--- src/rtl/fir_tap_feeder_pkg.sv ---
// Shared DSP definitions for the FIR tap feeder and the MAC unit it drives.
package dsp_pkg;

  localparam int DATA_WIDTH_DEF = 13;
  localparam int TAPS_DEF       = 8;

  typedef enum logic [1:0] {
    LOAD  = 2'd0,
    PRIME = 2'd1,
    RUN   = 2'd2
  } feeder_state_t;

endpackage

--- src/rtl/fir_tap_feeder_if.sv ---
// Tap interface between the sample/coefficient sources, the feeder and the MAC.
interface fir_tap_feeder_if #(
  parameter int DATA_WIDTH = dsp_pkg::DATA_WIDTH_DEF,
  parameter int TAPS       = dsp_pkg::TAPS_DEF
);
  logic                                COEF_V;
  logic [DATA_WIDTH-1:0]               COEF_IN;
  logic                                RELOAD;
  logic                                CLR;
  logic [DATA_WIDTH-1:0]               DIN;
  logic                                VIN;
  logic                                RDY_IN;
  logic [TAPS-1:0][DATA_WIDTH-1:0]     tp_w;
  logic [TAPS-1:0][DATA_WIDTH-1:0]     H;
  logic                                VWIN;
  logic                                COEF_LOADED;

  modport master (
    input  COEF_V, COEF_IN, RELOAD, CLR, DIN, VIN,
    output RDY_IN, tp_w, H, VWIN, COEF_LOADED
  );

  modport slave (
    output COEF_V, COEF_IN, RELOAD, CLR, DIN, VIN,
    input  RDY_IN, tp_w, H, VWIN, COEF_LOADED
  );
endinterface

--- src/rtl/fir_tap_feeder_tap_delay_line.sv ---
// TAPS-deep sample shift register; taps_o[0] is the newest sample.
module tap_delay_line #(
  parameter int DATA_WIDTH = dsp_pkg::DATA_WIDTH_DEF,
  parameter int TAPS       = dsp_pkg::TAPS_DEF
) (
  input  logic                            clk,
  input  logic                            rst_n,
  input  logic                            shift_en,
  input  logic                            clr,
  input  logic [DATA_WIDTH-1:0]           din,
  output logic [TAPS-1:0][DATA_WIDTH-1:0] taps_o
);

  logic [TAPS-1:0][DATA_WIDTH-1:0] taps_q, taps_d;

  always_comb begin
    taps_d = taps_q;
    if (clr) begin
      taps_d = '0;
    end else if (shift_en) begin
      taps_d[0] = din;
      for (int i = 1; i < TAPS; i++) begin
        taps_d[i] = taps_q[i-1];
      end
    end
  end

  always_ff @(posedge clk or negedge rst_n) begin
    if (!rst_n) taps_q <= '0;
    else        taps_q <= taps_d;
  end

  assign taps_o = taps_q;

endmodule

--- src/rtl/fir_tap_feeder.sv ---
// FIR tap feeder: coefficient load, window priming and steady-state shifting
// towards the MAC unit.
//
// state | meaning
// LOAD  | collecting TAPS coefficient words, samples refused
// PRIME | coefficients valid, filling the window after load or clear
// RUN   | window full, every accepted sample yields a VWIN strobe
module fir_tap_feeder
  import dsp_pkg::*;
#(
  parameter int DATA_WIDTH = DATA_WIDTH_DEF,
  parameter int TAPS       = TAPS_DEF
) (
  input logic              CLK,
  input logic              RST_n,
  fir_tap_feeder_if.master bus
);

  localparam int CW = $clog2(TAPS) + 1;
  localparam int IW = $clog2(TAPS);

  feeder_state_t                   state_q, state_d;
  logic [CW-1:0]                   cidx_q, cidx_d;
  logic [CW-1:0]                   fill_q, fill_d;
  logic [TAPS-1:0][DATA_WIDTH-1:0] h_q, h_d;
  logic                            vwin_q, vwin_d;
  logic                            rdy;
  logic                            accept;
  logic                            shift_en;
  logic                            win_clr;

  // Only combinational input-to-output path: RELOAD/CLR pre-empt sample accept.
  assign rdy    = (state_q != LOAD) && !bus.RELOAD && !bus.CLR;
  assign accept = bus.VIN && rdy;

  always_comb begin
    state_d  = state_q;
    cidx_d   = cidx_q;
    fill_d   = fill_q;
    h_d      = h_q;
    vwin_d   = 1'b0;
    shift_en = 1'b0;
    win_clr  = 1'b0;

    if (bus.RELOAD) begin
      state_d = LOAD;
      cidx_d  = '0;
    end else if (bus.CLR && (state_q != LOAD)) begin
      state_d = PRIME;
      fill_d  = '0;
      win_clr = 1'b1;
    end else begin
      case (state_q)
        LOAD: begin
          if (bus.COEF_V) begin
            h_d[cidx_q[IW-1:0]] = bus.COEF_IN;
            cidx_d              = cidx_q + CW'(1);
            if (cidx_q == CW'(TAPS - 1)) begin
              state_d = PRIME;
              fill_d  = '0;
              win_clr = 1'b1;
            end
          end
        end
        PRIME: begin
          if (accept) begin
            shift_en = 1'b1;
            if (fill_q != CW'(TAPS)) fill_d = fill_q + CW'(1);
            if (fill_q == CW'(TAPS - 1)) begin
              state_d = RUN;
              vwin_d  = 1'b1;
            end
          end
        end
        RUN: begin
          if (accept) begin
            shift_en = 1'b1;
            vwin_d   = 1'b1;
          end
        end
        default: state_d = LOAD;
      endcase
    end
  end

  always_ff @(posedge CLK or negedge RST_n) begin
    if (!RST_n) begin
      state_q <= LOAD;
      cidx_q  <= '0;
      fill_q  <= '0;
      h_q     <= '0;
      vwin_q  <= 1'b0;
    end else begin
      state_q <= state_d;
      cidx_q  <= cidx_d;
      fill_q  <= fill_d;
      h_q     <= h_d;
      vwin_q  <= vwin_d;
    end
  end

  tap_delay_line #(
    .DATA_WIDTH (DATA_WIDTH),
    .TAPS       (TAPS)
  ) u_delay (
    .clk      (CLK),
    .rst_n    (RST_n),
    .shift_en (shift_en),
    .clr      (win_clr),
    .din      (bus.DIN),
    .taps_o   (bus.tp_w)
  );

  assign bus.RDY_IN      = rdy;
  assign bus.H           = h_q;
  assign bus.VWIN        = vwin_q;
  assign bus.COEF_LOADED = (state_q != LOAD);

endmodule

--- src/flat_wrapper.sv ---
// flat-port wrapper written by rule: the top's interface ports become plain ports
module fir_tap_feeder_flat import dsp_pkg::*;
#(
  parameter int DATA_WIDTH = DATA_WIDTH_DEF,
  parameter int TAPS       = TAPS_DEF
)
  (CLK, RST_n, bus_COEF_V, bus_COEF_IN, bus_RELOAD, bus_CLR, bus_DIN, bus_VIN, bus_RDY_IN, bus_tp_w, bus_H, bus_VWIN, bus_COEF_LOADED);
  fir_tap_feeder_if #(.DATA_WIDTH(DATA_WIDTH), .TAPS(TAPS)) bus_i ();
  input logic CLK;
  input logic RST_n;
  input wire logic [$bits(bus_i.COEF_V)-1:0] bus_COEF_V;
  input wire logic [$bits(bus_i.COEF_IN)-1:0] bus_COEF_IN;
  input wire logic [$bits(bus_i.RELOAD)-1:0] bus_RELOAD;
  input wire logic [$bits(bus_i.CLR)-1:0] bus_CLR;
  input wire logic [$bits(bus_i.DIN)-1:0] bus_DIN;
  input wire logic [$bits(bus_i.VIN)-1:0] bus_VIN;
  output wire logic [$bits(bus_i.RDY_IN)-1:0] bus_RDY_IN;
  output wire logic [$bits(bus_i.tp_w)-1:0] bus_tp_w;
  output wire logic [$bits(bus_i.H)-1:0] bus_H;
  output wire logic [$bits(bus_i.VWIN)-1:0] bus_VWIN;
  output wire logic [$bits(bus_i.COEF_LOADED)-1:0] bus_COEF_LOADED;
  assign bus_i.COEF_V = bus_COEF_V;
  assign bus_i.COEF_IN = bus_COEF_IN;
  assign bus_i.RELOAD = bus_RELOAD;
  assign bus_i.CLR = bus_CLR;
  assign bus_i.DIN = bus_DIN;
  assign bus_i.VIN = bus_VIN;
  assign bus_RDY_IN = bus_i.RDY_IN;
  assign bus_tp_w = bus_i.tp_w;
  assign bus_H = bus_i.H;
  assign bus_VWIN = bus_i.VWIN;
  assign bus_COEF_LOADED = bus_i.COEF_LOADED;
  fir_tap_feeder #(.DATA_WIDTH(DATA_WIDTH), .TAPS(TAPS)) u_core (.CLK(CLK), .RST_n(RST_n), .bus(bus_i));
endmodule
--- config.mk ---
export PLATFORM = sky130hd
export DESIGN_NAME = fir_tap_feeder_flat
export DESIGN_NICKNAME = d
export VERILOG_FILES = /design/src/rtl/fir_tap_feeder_pkg.sv /design/src/rtl/fir_tap_feeder_if.sv /design/src/rtl/fir_tap_feeder_tap_delay_line.sv /design/src/rtl/fir_tap_feeder.sv /design/src/flat_wrapper.sv
export SDC_FILE = /design/constraint.sdc
export NUM_CORES = 1
export LEC_CHECK = 0
export CAP_MARGIN = 10
export CORE_UTILIZATION = 40
export CTS_CLUSTER_DIAMETER = 100
export DETAILED_ROUTE_END_ITERATION = 8
export GPL_ROUTABILITY_DRIVEN = 0
export MAX_ROUTING_LAYER = met4
export PLACE_DENSITY = 0.69
export SLEW_MARGIN = 15
export SYNTH_ARGS = -nofsm -noshare
export SYNTH_HDL_FRONTEND = slang
export SYNTH_SLANG_ARGS = --single-unit
--- constraint.sdc ---
create_clock -name CLK -period 3 [get_ports CLK]
set_input_delay 0.45 -clock CLK [delete_from_list [all_inputs] [get_ports CLK]]
set_output_delay 0.45 -clock CLK [all_outputs]
set_load 0.05 [all_outputs]
==> results of run 1 <==
-- worst paths after layout --
kind,start,endpoint,cells past startpoint
max,u_core.state_q[0]$_DFFE_PN0P_,bus_COEF_LOADED,5
max reg2reg,u_core.state_q[1]$_DFFE_PN0P_,u_core.bus.H[24]$_DFFE_PN0P_,6
max in group asynchronous,RST_n,u_core.u_delay.taps_o[62]$_DFFE_PN0P_,3
min,bus_DIN[11],u_core.u_delay.taps_o[11]$_DFFE_PN0P_,3
min reg2reg,u_core.bus.H[16]$_DFFE_PN0P_,u_core.bus.H[16]$_DFFE_PN0P_,1
min in group asynchronous,RST_n,u_core.u_delay.taps_o[5]$_DFFE_PN0P_,2
-- metal layers --
layer  GRT usage [%]  wire length, um
met5               -                0
met4           7.092              773
met3           3.659             1109
met2           30.56            10410
met1           27.42             9799
-- cell usage in the layout (no fill, tap or decap), types with 3 or more instances in the layout --
cell type        instances
clkbuf_16               25
nand3b_1                 6
o21ai_0                  4
nor3_1                   3
nand3_1                  3
mux2_2                  96
clkbuf_1                 7
dfrtp_1                219
buf_12                   8
nand2_1                213
ha_1                     8
clkbuf_8                 4
clkdlybuf4s50_1        240
a21oi_1                106
mux2_1                  10
a22o_1                   3
inv_1                    7
nor2_1                   8
buf_4                   15
clkinv_2                 3
-- state kept, by name, summed over array words and instances (netlist names) --
signal	cells
u_core.bus.H	104
u_core.u_delay.taps_o	104
u_core.cidx_q	4
u_core.fill_q	4
u_core.state_q	2
u_core.bus.VWIN	1
-- per-stage QoR --
stage          power (W)  instances  instance area (um2)  hold slack (ps)
4_1_cts         0.009403       1293                12340            454.6
5_1_grt         0.009676       1293                12340            470.1
6_report        0.009286       1293                12340            474.4
2_1_floorplan   0.005409        757                 8717            154.4
3_3_place_gp    0.006473       1250                11560            474.3
3_5_place_dp    0.006498       1250                11560            480.0
-- layout make-up --
cell class / instances / share of cell area [%]
multi-input combinational: 485 / 24.49
clock buffer: 36 / 5.728
tap: 275 / 2.788
inverter: 7 / 0.2129
timing repair buffer: 265 / 21.88
clock inverter: 6 / 0.4968
sequential: 219 / 44.41
-- kinds of logic after synthesis --
family	synth area share (%)
AOI/OAI and AO/OA	7.076
xor gates and xnor gates	0.2010
adders and majority gates	1.148
buffers and inverters	2.914
DFF	62.87
muxes	13.81
and+or+nand+nor	11.99
-- power breakdown --
part / internal, W / total [W] / switching [W]
Sequential: 0.00329 / 0.00349 / 0.000200
Clock: 0.00171 / 0.00285 / 0.00115
Combinational: 0.000970 / 0.00294 / 0.00197
Total: 0.00597 / 0.00929 / 0.00331
-- critical path, cell delays in order, from the launching register on --
cell and delay, ps:
dfrtp_1 390, inv_1 100, ha_1 260, buf_4 190
inv_1 50, clkdlybuf4s50_1 780
==> run metrics, run 1 <==
Filler cells=1803; Setup crit end kind=primary output; H-tree levels=1; Die ar.=22390 um2; top-area cell type share of the netlist area=around 63%; Syn Area/Cell=~12 um2; DR iter-0 viols=between 300 and 400; gr usage total=around a fifth; Max Fclk=~370 MHz; Post-route DRC=0; Die H=149.6 um; final setup fails=0; top_reg_cell synth=dfrtp_1; Synth top cells by count=dfrtp_1 (219), nand2_1 (213), a21oi_1 (106); clk sink count=approximately 220; Critical Path AT=2280 ps; reg2reg setup slack=around 640 ps; Routed WL per cell=approximately 17 um; site row count=53; # hold bufs at CTS=1; most frequent cell after synthesis=dfrtp_1; min Tclk post-route=around 2700 ps; RSZ-0062 raised after global routing=false; Boundary Pins=approximately 240; Max VDD drop=~0.48 mV; Routed WL=22090 um; Syn-to-layout area delta=41.57%; Max Cap Viol=0; clock slew at reported path FFs=60 ps; Worst-Margin Slew=between 600 and 700 ps; NumNets Final=around 1000; die width=149.6 um; pwr dens=752.5 nW/um2; post_cts resized=0; sequential area share after synthesis=a little over three fifths; final slew viol count=0; first-pass GRT wire length=around 34000 um; EDFF count, synth=0; Ys Warns=0; Final Worst Setup Slack=about 270 ps; Syn Std Cell Area=8717 um2; routed vias=6357; Port Buf Inserts=around 240; setup TNS=0 ps; initial antenna violation count=0; CP startpoint kind=flop; Util after Layout=about three fifths; Hold Path Class=in2reg; Routed Antenna Nets=0; Seq. cell area=between 5000 and 6000 um2; area occupied by multi-input gates=3022 um2; worst setup path class=reg2out; Detailed Place HPWL=roughly 15000 um; ANT cells=0; Num CTS Buffers=25; vias in the first global route=6065; dpl ws=420.0 ps; #FFs+latches synth=~220; total core area=21220 um2; relative slew slack=56.35%; Post-Syn Nets=~800; CTS tree=yes; # Post-CTS Setup Buffers=0; status=completed; final worst path period share=just over 90%; Max FO, Critical Path=9; Hold Vio Cnt, Final=0; Initial Util=about two fifths; Area contributors post-synth=dfrtp_1 (63%), mux2_2 (12%), nand2_1 (9.2%); clock latency on the worst-skew pair=520 ps; cell taking the most area after synthesis=dfrtp_1; Mapped Cells=between 700 and 800; CTS root buf=clkbuf_16; Worst Skew=about 13 ps; largest net degree at the start of global routing=105; Worst Path Required=roughly 2600 ps; ys async rst share=between 90% and 100%; GRT overflow=0; fraction of layout cells with a size suffix above 1=between 10% and 20%; LEAKAGE=approximately 5.4 nW; Yosys cell types=35; Clock Path Buffers=3; Via density=4.916; DRT Pass-1 Iters=4
Power figures use the tool's default switching activity.
==> inputs of run 2 (changes only) <==
ABC_AREA = 0   (was default)
==> results of run 2 <==
No change in the layout: final DEF, timing and power equal those of run 1.
